File: config.mk
export PLATFORM = sky130hd
export DESIGN_NAME = axi2apb_cmd_arb
export DESIGN_NICKNAME = d
export VERILOG_FILES = /design/src/rtl/axi2apb_cmd_arb.sv
export SDC_FILE = /design/constraint.sdc
export NUM_CORES = 1
export LEC_CHECK = 0
export ABC_AREA = 1
export BUFFER_PORTS_ARGS = -buffer_cell sky130_fd_sc_hd__buf_2
export CAP_MARGIN = 10
export CORE_MARGIN = 3
export CORE_UTILIZATION = 45
export DETAILED_ROUTE_END_ITERATION = 10
export GPL_ROUTABILITY_DRIVEN = 0
export PLACE_DENSITY = 0.81
export SYNTH_ARGS = -nofsm -noshare
export SYNTH_HDL_FRONTEND = slang
export SYNTH_SLANG_ARGS = --single-unit
File: constraint.sdc
create_clock -name clk -period 2.2 [get_ports clk]
set_input_delay 0.33 -clock clk [delete_from_list [all_inputs] [get_ports clk]]
set_output_delay 0.33 -clock clk [all_outputs]
set_load 0.03 [all_outputs]
File: src/rtl/axi2apb_cmd_arb.sv
// rtl/axi2apb_cmd_arb.sv - AXI AW/AR round-robin arbiter into an in-order APB command FIFO
// Commands leave strictly in acceptance order; unsupported bursts are queued with an error flag.
module axi2apb_cmd_arb #(
  parameter int ADDR_BITS = 24,
  parameter int ID_BITS   = 4,
  parameter int DEPTH     = 2
) (
  input  logic                 clk,
  input  logic                 reset,
  input  logic [ID_BITS-1:0]   AWID,
  input  logic [31:0]          AWADDR,
  input  logic [3:0]           AWLEN,
  input  logic [1:0]           AWSIZE,
  input  logic                 AWVALID,
  output logic                 AWREADY,
  input  logic [ID_BITS-1:0]   ARID,
  input  logic [31:0]          ARADDR,
  input  logic [3:0]           ARLEN,
  input  logic [1:0]           ARSIZE,
  input  logic                 ARVALID,
  output logic                 ARREADY,
  input  logic                 cmd_pop,
  output logic                 cmd_empty,
  output logic                 cmd_full,
  output logic                 cmd_read,
  output logic [ID_BITS-1:0]   cmd_id,
  output logic [ADDR_BITS-1:0] cmd_addr,
  output logic                 cmd_err
);

  localparam int PTR_W = $clog2(DEPTH);
  localparam int CNT_W = PTR_W + 1;

  logic                 ent_read [DEPTH];
  logic [ID_BITS-1:0]   ent_id   [DEPTH];
  logic [ADDR_BITS-1:0] ent_addr [DEPTH];
  logic                 ent_err  [DEPTH];

  logic [PTR_W-1:0] wr_ptr;
  logic [PTR_W-1:0] rd_ptr;
  logic [CNT_W-1:0] count;
  logic             last_grant_read;

  logic                 grant_r;
  logic                 grant_w;
  logic                 push;
  logic                 pop;
  logic                 push_read;
  logic [ID_BITS-1:0]   push_id;
  logic [ADDR_BITS-1:0] push_addr;
  logic                 push_err;

  assign cmd_empty = (count == '0);
  assign cmd_full  = (count == CNT_W'(DEPTH));

  // On contention the channel that did not win the last push gets the slot.
  always_comb begin
    grant_r = 1'b0;
    grant_w = 1'b0;
    if (ARVALID && AWVALID) begin
      if (last_grant_read) grant_w = 1'b1;
      else                 grant_r = 1'b1;
    end else if (ARVALID) begin
      grant_r = 1'b1;
    end else if (AWVALID) begin
      grant_w = 1'b1;
    end
  end

  // Held low while reset is asserted so nothing is accepted during reset.
  assign AWREADY = grant_w & ~cmd_full & reset;
  assign ARREADY = grant_r & ~cmd_full & reset;

  assign push = (AWVALID & AWREADY) | (ARVALID & ARREADY);
  assign pop  = cmd_pop & ~cmd_empty;

  always_comb begin
    push_read = ARREADY;
    push_id   = ARREADY ? ARID : AWID;
    push_addr = ARREADY ? ARADDR[ADDR_BITS-1:0] : AWADDR[ADDR_BITS-1:0];
    push_err  = ARREADY ? ((ARLEN != 4'h0) || (ARSIZE != 2'b10))
                        : ((AWLEN != 4'h0) || (AWSIZE != 2'b10));
  end

  generate
    if (ADDR_BITS < 32) begin : g_addr_hi
      logic unused_addr_hi;
      assign unused_addr_hi = ^{AWADDR[31:ADDR_BITS], ARADDR[31:ADDR_BITS]};
    end
  endgenerate

  always_ff @(posedge clk) begin
    if (!reset) begin
      wr_ptr          <= '0;
      rd_ptr          <= '0;
      count           <= '0;
      last_grant_read <= 1'b1;
      for (int i = 0; i < DEPTH; i++) begin
        ent_read[i] <= 1'b0;
        ent_id[i]   <= '0;
        ent_addr[i] <= '0;
        ent_err[i]  <= 1'b0;
      end
    end else begin
      if (push) begin
        ent_read[wr_ptr] <= push_read;
        ent_id[wr_ptr]   <= push_id;
        ent_addr[wr_ptr] <= push_addr;
        ent_err[wr_ptr]  <= push_err;
        wr_ptr           <= wr_ptr + PTR_W'(1);
        last_grant_read  <= push_read;
      end
      if (pop) rd_ptr <= rd_ptr + PTR_W'(1);
      case ({push, pop})
        2'b10:   count <= count + CNT_W'(1);
        2'b01:   count <= count - CNT_W'(1);
        default: count <= count;
      endcase
    end
  end

  assign cmd_read = ent_read[rd_ptr];
  assign cmd_id   = ent_id[rd_ptr];
  assign cmd_addr = ent_addr[rd_ptr];
  assign cmd_err  = ent_err[rd_ptr];

endmodule
==> results of run 1 <==
## state kept, by name, indices dropped and copies added, names as in the netlist, named ones only
signal	flops
ent_addr	48
count	2
rd_ptr	1
last_grant_read	1
ent_read	2
ent_id	8
wr_ptr	1
ent_err	2
## how the worst max path moves through the flow
stage / startpoint / to / cells after the start
6_report: register / cmd_addr[15] / 3
5_1_grt: count[0] / count[1] / 10
4_1_cts: register / cmd_addr[12] / 3
3_5_place_dp: AWVALID / count[1] / 10
3_3_place_gp: AWVALID / count[1] / 10
2_1_floorplan: AWVALID / count[1] / 9
## cell usage after synthesis
master / count
nand2_1: 51
nor2_1: 72
o21ai_1: 9
inv_2: 1
nand3_1: 1
a21oi_4: 1
a21oi_1: 4
edfxtp_1: 56
nand2_2: 2
o211ai_1: 1
nand4_4: 1
nand2_4: 2
o21ai_2: 17
clkbuf_2: 1
dfxtp_1: 10
nand4_1: 1
ha_1: 1
buf_2: 5
buf_4: 1
buf_6: 9
o21ai_0: 7
mux2_2: 30
inv_1: 39
## per-layer routing
metal	wire length (um)	part of all wire (%)	global-route usage, %	vias to the layer above
li1	-	-	-	1277
met1	2720	41	18.1	1149
met2	3440	52	29.4	74
met3	419	6.3	4.10	6
met4	52	0.78	5.82	0
met5	0	0	0	-
## stage by stage
step | area, um^2 | utilization, % | std cells | worst slack (ps) | power [W]
floorplan | 3320 | - | 322 | 206 | 0.00240
global placement | 3920 | 56.2 | 518 | 455 | 0.00265
detailed placement | 3920 | 56.2 | 518 | 381 | 0.00269
CTS | 4140 | 59.3 | 534 | 381 | 0.00378
global route | 4140 | 59.3 | 534 | 307 | 0.00392
finish | 4140 | 59.3 | 534 | 405 | 0.00374
## cell type report
class                           count  area [um^2]  area share (%)
Clock inverter                      7         93.8            2.27
Timing Repair Buffer              116          618            14.9
Inverter                           40          150            3.63
Multi-Input combinational cell    200         1150            27.8
Sequential cell                    66         1880            45.5
Tap cell                           96          120            2.90
Clock buffer                        9          124            2.99
## worst min-delay path: stages
cell and delay (ps):
buf_2 80, o21ai_2 60, nor2_1 70
## power by group through the flow
stage          sequential, W  combinational (W)  clock, W
2_1_floorplan        0.00159           0.000802         0
3_3_place_gp         0.00160            0.00106         0
3_5_place_dp         0.00161            0.00108         0
4_1_cts              0.00158            0.00108   0.00112
5_1_grt              0.00159            0.00116   0.00117
6_report             0.00158            0.00107   0.00109
## logic make-up after synthesis
kind of cell / Yosys count
fa+ha+maj: 1
mux: 30
compound gates: 39
buf+inv: 56
flops: 66
simple gates: 130
==> results.json, run 1 <==
{
  "status": "complete, no violations",
  "dpl.hpwl_um": 4870,
  "hp-start": "ARADDR[8]",
  "cts_made_buffers": 9,
  "period_share_pct": 81.6,
  "hold_end": "ent_addr[1][8]",
  "cts_tree": "built",
  "post-route-min-period_ps": 1790,
  "ys_ff_latch": 66,
  "swShare_pct": 31.9,
  "max_slew_margin_pct": 77.0,
  "ctsLongestPathBuffers": 2,
  "r2r_cells": 10,
  "synth_area_leader_cell": "edfxtp_1",
  "synth_top_area_share_pct": 50.6,
  "yosysWarnings": 0,
  "worst_ir_drop_vdd_v": 0.000429,
  "via_count": 2506,
  "synth_area_mm2": 0.00332,
  "cp_cell_sequence": "buf_4 -> mux2_2 -> buf_2",
  "netSwitchingPower_w": 0.00119,
  "critPathBufInv": 2,
  "clock_power_share_pct": 29.2,
  "ys_seq_area_share_pct": 56.6,
  "synth-xor-area-share_pct": 0,
  "fin_nets": 523,
  "hp-class": "input pin to register",
  "rrSetupSlack_ps": 480,
  "skew_ps": 6.83,
  "drt_wl_total_um": 6640,
  "maxCapViolations": 0,
  "initial_utilization_pct": 47.6,
  "setup_viol": 0,
  "rows": 30,
  "cts_setup_buffers": 0,
  "synth_compound_area_share_pct": 8.21,
  "drc": 0,
  "synth_simple_gate_area_share_pct": 15.9,
  "synth_top_family_by_area": "simple AND/OR/NAND/NOR gates",
  "cts.repair.resized": 0,
  "drt_iter0_drc": 57,
  "grt_max_degree": 35,
  "drive_above_1_share_pct": 42.2,
  "power_density_mw_per_mm2": 903,
  "hold_depth": 3,
  "cts.sinks": 66,
  "cts.hold.buffers_added": 0,
  "fmax_ghz": 0.557,
  "num-fill-cells": 622,
  "layout_common_cells": "106 x buf_2, 72 x nor2_1, 56 x edfxtp_1",
  "area_growth_pct": 24.6,
  "setup_tns_ps": 0,
  "hold_violations": 0,
  "cts-root-buf": "clkbuf_8",
  "slowest_stage": "mux2_2",
  "antenna_found_initial": 0,
  "worst_pin_slew_ps": 346,
  "worstReg2RegEnd": "count[1]",
  "seqPwrFrac_pct": 42.2,
  "crit_type": "register to output port",
  "crit_path_start_kind": "register",
  "final_common_cell": "buf_2",
  "crit_path_end_kind": "output port",
  "max_stage_delay_ps": 370,
  "top_level_ports": 123,
  "muxShareOfSynthArea_pct": 10.2,
  "grt_use_total_pct": 16.1,
  "r2r_start": "count[0]",
  "placement.io_buffers": 106,
  "rsz0062_at_grt": "false",
  "viasPerCell": 4.69,
  "postRouteAntennaNets": 0,
  "slew_viol_final": 0,
  "wl_per_cell_um": 12.4,
  "whs_ps": 330,
  "synth.distinct_cells": 23,
  "synthAdderAreaFrac_pct": 0.377,
  "grt_pass1_vias": 2533,
  "leakage_nw": 2.00,
  "clk_pin_slew_ps": 70,
  "syn_area_per_cell_um2": 10.3,
  "clk_latency_ps": 330,
  "crit_arrival_ps": 1460,
  "syn_inst": 322,
  "grt_remaining_overflow": 0,
  "htreeDepth": 3,
  "chipWidth_um": 91.9,
  "num_antenna_cells": 0,
  "intPower_w": 0.00255,
  "dr.pass1.iters": 4,
  "dieArea_mm2": 0.00845,
  "syn_nets": 412,
  "crit_required_ps": 1870,
  "path_delay_family": "buffers and inverters",
  "path_max_fanout": 16,
  "pwr-share-comb_pct": 28.6,
  "ys_top_cells_by_area": "edfxtp_1 51%, mux2_2 10%, nor2_1 8.1%, dfxtp_1 6.0%, nand2_1 5.8%",
  "grt_pass1_wl_um": 10800,
  "die_h_um": 91.9,
  "core_area_mm2": 0.00698
}
(Power assumes the default switching activity.)
==> run 2: changes to the inputs <==
ABC_AREA = 0   (was 1)
PLACE_DENSITY = 0.82   (was 0.81)
clock period = 1.87 ns   (was 2.2 ns; I/O delays follow)
==> results.json, run 2 <==
{
  "drive_above_1_share_pct": 47.1,
  "ys_seq_area_share_pct": 61.0,
  "placement.io_buffers": 106,
  "clk_pin_slew_ps": 60,
  "hold_violations": 0,
  "synth_edf_count": 56,
  "ys_top_cells_by_area": "edfxtp_1 55%, mux2_2 11%, mux2i_1 9.4%, nor2_1 6.9%, dfxtp_1 6.5%",
  "cts-root-buf": "clkbuf_8",
  "wl_per_cell_um": 14.4,
  "final_area_mm2": 0.00395,
  "dpl.hpwl_um": 4450,
  "synth.distinct_cells": 27,
  "largest_register": "ent_addr",
  "drc": 0,
  "max_slew_margin_pct": 77.0,
  "fin_cells": 434,
  "grt_max_degree": 32,
  "status": "complete, no violations",
  "synthArstFlopShare_pct": 0,
  "crit_path_start_kind": "register",
  "rsz0062_at_grt": "false",
  "crit_arrival_ps": 1460,
  "setup_viol": 0,
  "rows": 29,
  "path_max_fanout": 17,
  "hp-class": "input pin to register",
  "slew_viol_final": 0,
  "synth_common_cells": "57 x nor2_1, 56 x edfxtp_1, 30 x mux2_2",
  "syn_area_per_cell_um2": 12.9,
  "fin_nets": 443,
  "syn_nets": 329,
  "crit_type": "register to output port",
  "grt_remaining_overflow": 0,
  "cts.repair.resized": 0,
  "crit_path_end_kind": "output port",
  "dr.pass1.iters": 4,
  "synth_area_mm2": 0.00308,
  "core_area_mm2": 0.00649,
  "reg.largest.list": "ent_addr x48, ent_id x8",
  "crit_required_ps": 1590,
  "yosysWarnings": 0,
  "ys_ff_latch": 66,
  "area_growth_pct": 28.0,
  "synth_area_leader_cell": "edfxtp_1",
  "clk_latency_ps": 320,
  "dp_cells": 419,
  "die_h_um": 88.8,
  "grt_pass1_vias": 2180,
  "grt_pass1_wl_um": 9720,
  "layout_common_cells": "106 x buf_2, 57 x nor2_1, 56 x edfxtp_1",
  "num_antenna_cells": 0,
  "postRouteAntennaNets": 0,
  "top_level_ports": 123,
  "final_util_pct": 60.8,
  "chipWidth_um": 88.8,
  "worst_ir_drop_vdd_v": 0.000748,
  "fmax_ghz": 0.576,
  "setup_tns_ps": 0,
  "drt_wl_total_um": 6230,
  "yosysMostFrequentCell": "nor2_1",
  "placed_cell_area_mm2": 0.00378,
  "drt_iter0_drc": 92,
  "skew_ps": 8.16,
  "period_share_pct": 92.9,
  "power_density_mw_per_mm2": 1270,
  "maxCapViolations": 0,
  "initial_utilization_pct": 47.5,
  "largest_reg_flops": 48,
  "htreeDepth": 3,
  "cts.hold.buffers_added": 0,
  "dieArea_mm2": 0.00788,
  "via_count": 2159,
  "worst_pin_slew_ps": 345,
  "leakage_nw": 1.85,
  "syn_inst": 239,
  "synth-main-ff-cell": "edfxtp_1",
  "cts_setup_buffers": 0,
  "cts_tree": "built",
  "cts.sinks": 66,
  "synth_top_area_share_pct": 54.5,
  "final_common_cell": "buf_2",
  "antenna_found_initial": 0,
  "post-route-min-period_ps": 1740,
  "viasPerCell": 4.97,
  "grt_use_total_pct": 16.5,
  "ctsLongestPathBuffers": 2,
  "cts_made_buffers": 9
}
==> run 2: critical path, stage by stage, from the launching register on <==
cell and delay (ps):
dfxtp_1 330, buf_4 250, mux2_2 370, buf_2 180
==> run 2: area by class of cell <==
class                      instances  area [um^2]
clock inverter                     6         35.0
timing repair buffer             118          658
sequential                        66         1880
tap                               77         96.3
inverter                           4         15.0
fill                             554         2550
multi-input combinational        154         1140
clock buffer                       9          124
==> run 2: report_power, final <==
part	internal [W]	leakage [nW]	switching, W	total (W)
registers	0.00195	0.673	0.000103	0.00206
clock network	0.000463	0.0823	0.000510	0.000974
logic	0.000762	1.10	0.00121	0.00197
==> run 2: path summary, 6_finish.rpt <==
check                         end  slack [ps]  cells past startpoint       start
setup / recovery        cmd_id[3]         130                      3    register
hold / removal    last_grant_read         230                      2       reset
setup reg to reg         count[1]         250                      5    count[0]
hold reg to reg        ent_err[0]         480                      2  ent_err[0]
==> run 2: routing by layer <==
metal | part of all wire, % | GRT usage [%] | vias to the layer above
met5 | 0 | 0 | -
met4 | 1.4 | 7.42 | 0
met3 | 5.6 | 3.82 | 9
met2 | 53 | 29.4 | 67
met1 | 40 | 18.8 | 998
li1 | - | - | 1085
==> run 2: logic make-up (layout without fill, tap and decap cells) <==
kind of cell	after synthesis	in the layout	synth area share, %
DFF	66	66	61.0
buffers and inverters	19	137	3.33
AOI/OAI and AO/OA	11	11	2.39
adders and majority gates	1	1	0.406
muxes	59	59	20.4
xor gates and xnor gates	4	4	1.14
and+or+nand+nor	79	79	11.4
==> run 2: metrics by stage <==
| step | total power (W) | setup WS (ps) | hold WS [ps] |
|---|---|---|---|
| 3_5_place_dp | 0.00407 | 199 | 480 |
| 2_1_floorplan | 0.00348 | 21.9 | 448 |
| 6_report | 0.00500 | 133 | 234 |
| 3_3_place_gp | 0.00402 | 280 | 460 |
| 4_1_cts | 0.00506 | 75.9 | 214 |
| 5_1_grt | 0.00529 | 47.8 | 243 |
==> run 3: changes to the inputs <==
GPL_TIMING_DRIVEN = 0   (was default)
==> results.json, run 3 (synthesized netlist as in run 2, its figures left out) <==
{
  "largest_reg_flops": 48,
  "layout_common_cells": "107 x buf_2, 57 x nor2_1, 56 x edfxtp_1",
  "path_max_fanout": 10,
  "fmax_ghz": 0.558,
  "skew_ps": 4.09,
  "core_area_mm2": 0.00649,
  "clk_pin_slew_ps": 70,
  "cts.hold.buffers_added": 0,
  "drc": 0,
  "max_slew_margin_pct": 68.5,
  "via_count": 2239,
  "setup_viol": 0,
  "reg.largest.list": "ent_addr x48, ent_id x8",
  "hold_violations": 0,
  "grt_max_degree": 29,
  "initial_utilization_pct": 47.5,
  "grt_pass1_vias": 2141,
  "antenna_found_initial": 0,
  "power_density_mw_per_mm2": 1310,
  "drt_wl_total_um": 6450,
  "crit_required_ps": 1590,
  "dr.pass1.iters": 4,
  "postRouteAntennaNets": 0,
  "rows": 29,
  "drt_iter0_drc": 109,
  "cts.sinks": 66,
  "maxCapViolations": 0,
  "cts-root-buf": "clkbuf_8",
  "fin_nets": 447,
  "top_level_ports": 123,
  "clk_latency_ps": 330,
  "wl_per_cell_um": 14.7,
  "pre_cts_ws_ps": -323,
  "htreeDepth": 3,
  "area_growth_pct": 29.4,
  "worst_ir_drop_vdd_v": 0.000869,
  "grt_pass1_wl_um": 9930,
  "drive_above_1_share_pct": 47.0,
  "hp-class": "input pin to register",
  "leakage_nw": 1.87,
  "crit_path_start_kind": "register",
  "num_antenna_cells": 0,
  "dieArea_mm2": 0.00788,
  "worst_pin_slew_ps": 472,
  "grt_use_total_pct": 16.9,
  "period_share_pct": 95.9,
  "r2r_cells": 7,
  "crit_type": "register to output port",
  "timing.final.ws_setup_ps": 77.5,
  "crit_path_end_kind": "output port",
  "dpl.hpwl_um": 4450,
  "post-route-min-period_ps": 1790,
  "status": "complete, no violations",
  "hold_depth": 3,
  "cts_made_buffers": 9,
  "crit_arrival_ps": 1510,
  "chipWidth_um": 88.8,
  "largest_register": "ent_addr",
  "grt_remaining_overflow": 0,
  "slew_viol_final": 0,
  "ctsLongestPathBuffers": 2,
  "whs_ps": 286,
  "rsz0062_at_grt": "false",
  "cts_tree": "built",
  "placement.io_buffers": 105,
  "die_h_um": 88.8,
  "final_common_cell": "buf_2",
  "viasPerCell": 5.10
}
[run 3: changes by cell type in the layout (fill, tap and decap cells not counted), sizes merged]
cell and delta:
buf -3, clkinv -3, clkbuf +11
[run 3: report_power, final]
part	total, W	switching [W]	internal (W)	leakage, nW
clock network	0.00120	0.000526	0.000675	0.106
logic	0.00197	0.00123	0.000736	1.09
registers	0.00205	0.0000977	0.00196	0.673
[run 3: final timing paths]
path                                 start               to  slack [ps]
worst max-delay path              register      cmd_addr[5]          80
worst min-delay path            ARADDR[19]  ent_addr[0][19]         290
worst max register to register    count[0]  ent_addr[0][23]         130
worst min register to register  ent_err[0]       ent_err[0]         490
[run 3: critical path: stages (launching register included)]
cell      delay [ps]
dfxtp_1          340
clkbuf_2         290
mux2_2           380
buf_2            180
[run 3: timing repair]
| item | in CTS | in global routing |
|---|---|---|
| endpoints found under the setup margin | 87 | 79 |
| cloned | 0 | 0 |
| resized for setup | 9 | 12 |
| buffers inserted | 2 | 0 |
[run 3: layout make-up]
class | instances | area, um^2
Sequential cell | 66 | 1880
Timing Repair Buffer | 107 | 543
Fill cell | 550 | 2500
Tap cell | 77 | 96.3
Clock buffer | 13 | 191
Inverter | 4 | 15.0
Buffer | 15 | 105
Multi-Input combinational cell | 154 | 1140
Clock inverter | 3 | 17.5
[run 3: metrics by stage]
step | total power, W | TNS (ps) | area, um^2 | instances | utilization [%]
3_3_place_gp | 0.00398 | -15210 | 3710 | 421 | 57.1
5_1_grt | 0.00549 | 0 | 3990 | 439 | 61.4
2_1_floorplan | 0.00348 | 0 | 3090 | 239 | -
6_report | 0.00522 | 0 | 3990 | 439 | 61.4
3_5_place_dp | 0.00402 | -18010 | 3710 | 421 | 57.1
4_1_cts | 0.00525 | 0 | 3970 | 439 | 61.1
[run 3: metal layers]
metal / part of all wire (%) / vias up / GRT usage, % / wire length (um)
met5: 0 / - / 0 / 0
met4: 1.7 / 0 / 7.42 / 109
met3: 6.5 / 11 / 3.35 / 418
met2: 50 / 85 / 28.7 / 3200
met1: 42 / 1049 / 20.8 / 2720
li1: - / 1094 / - / -
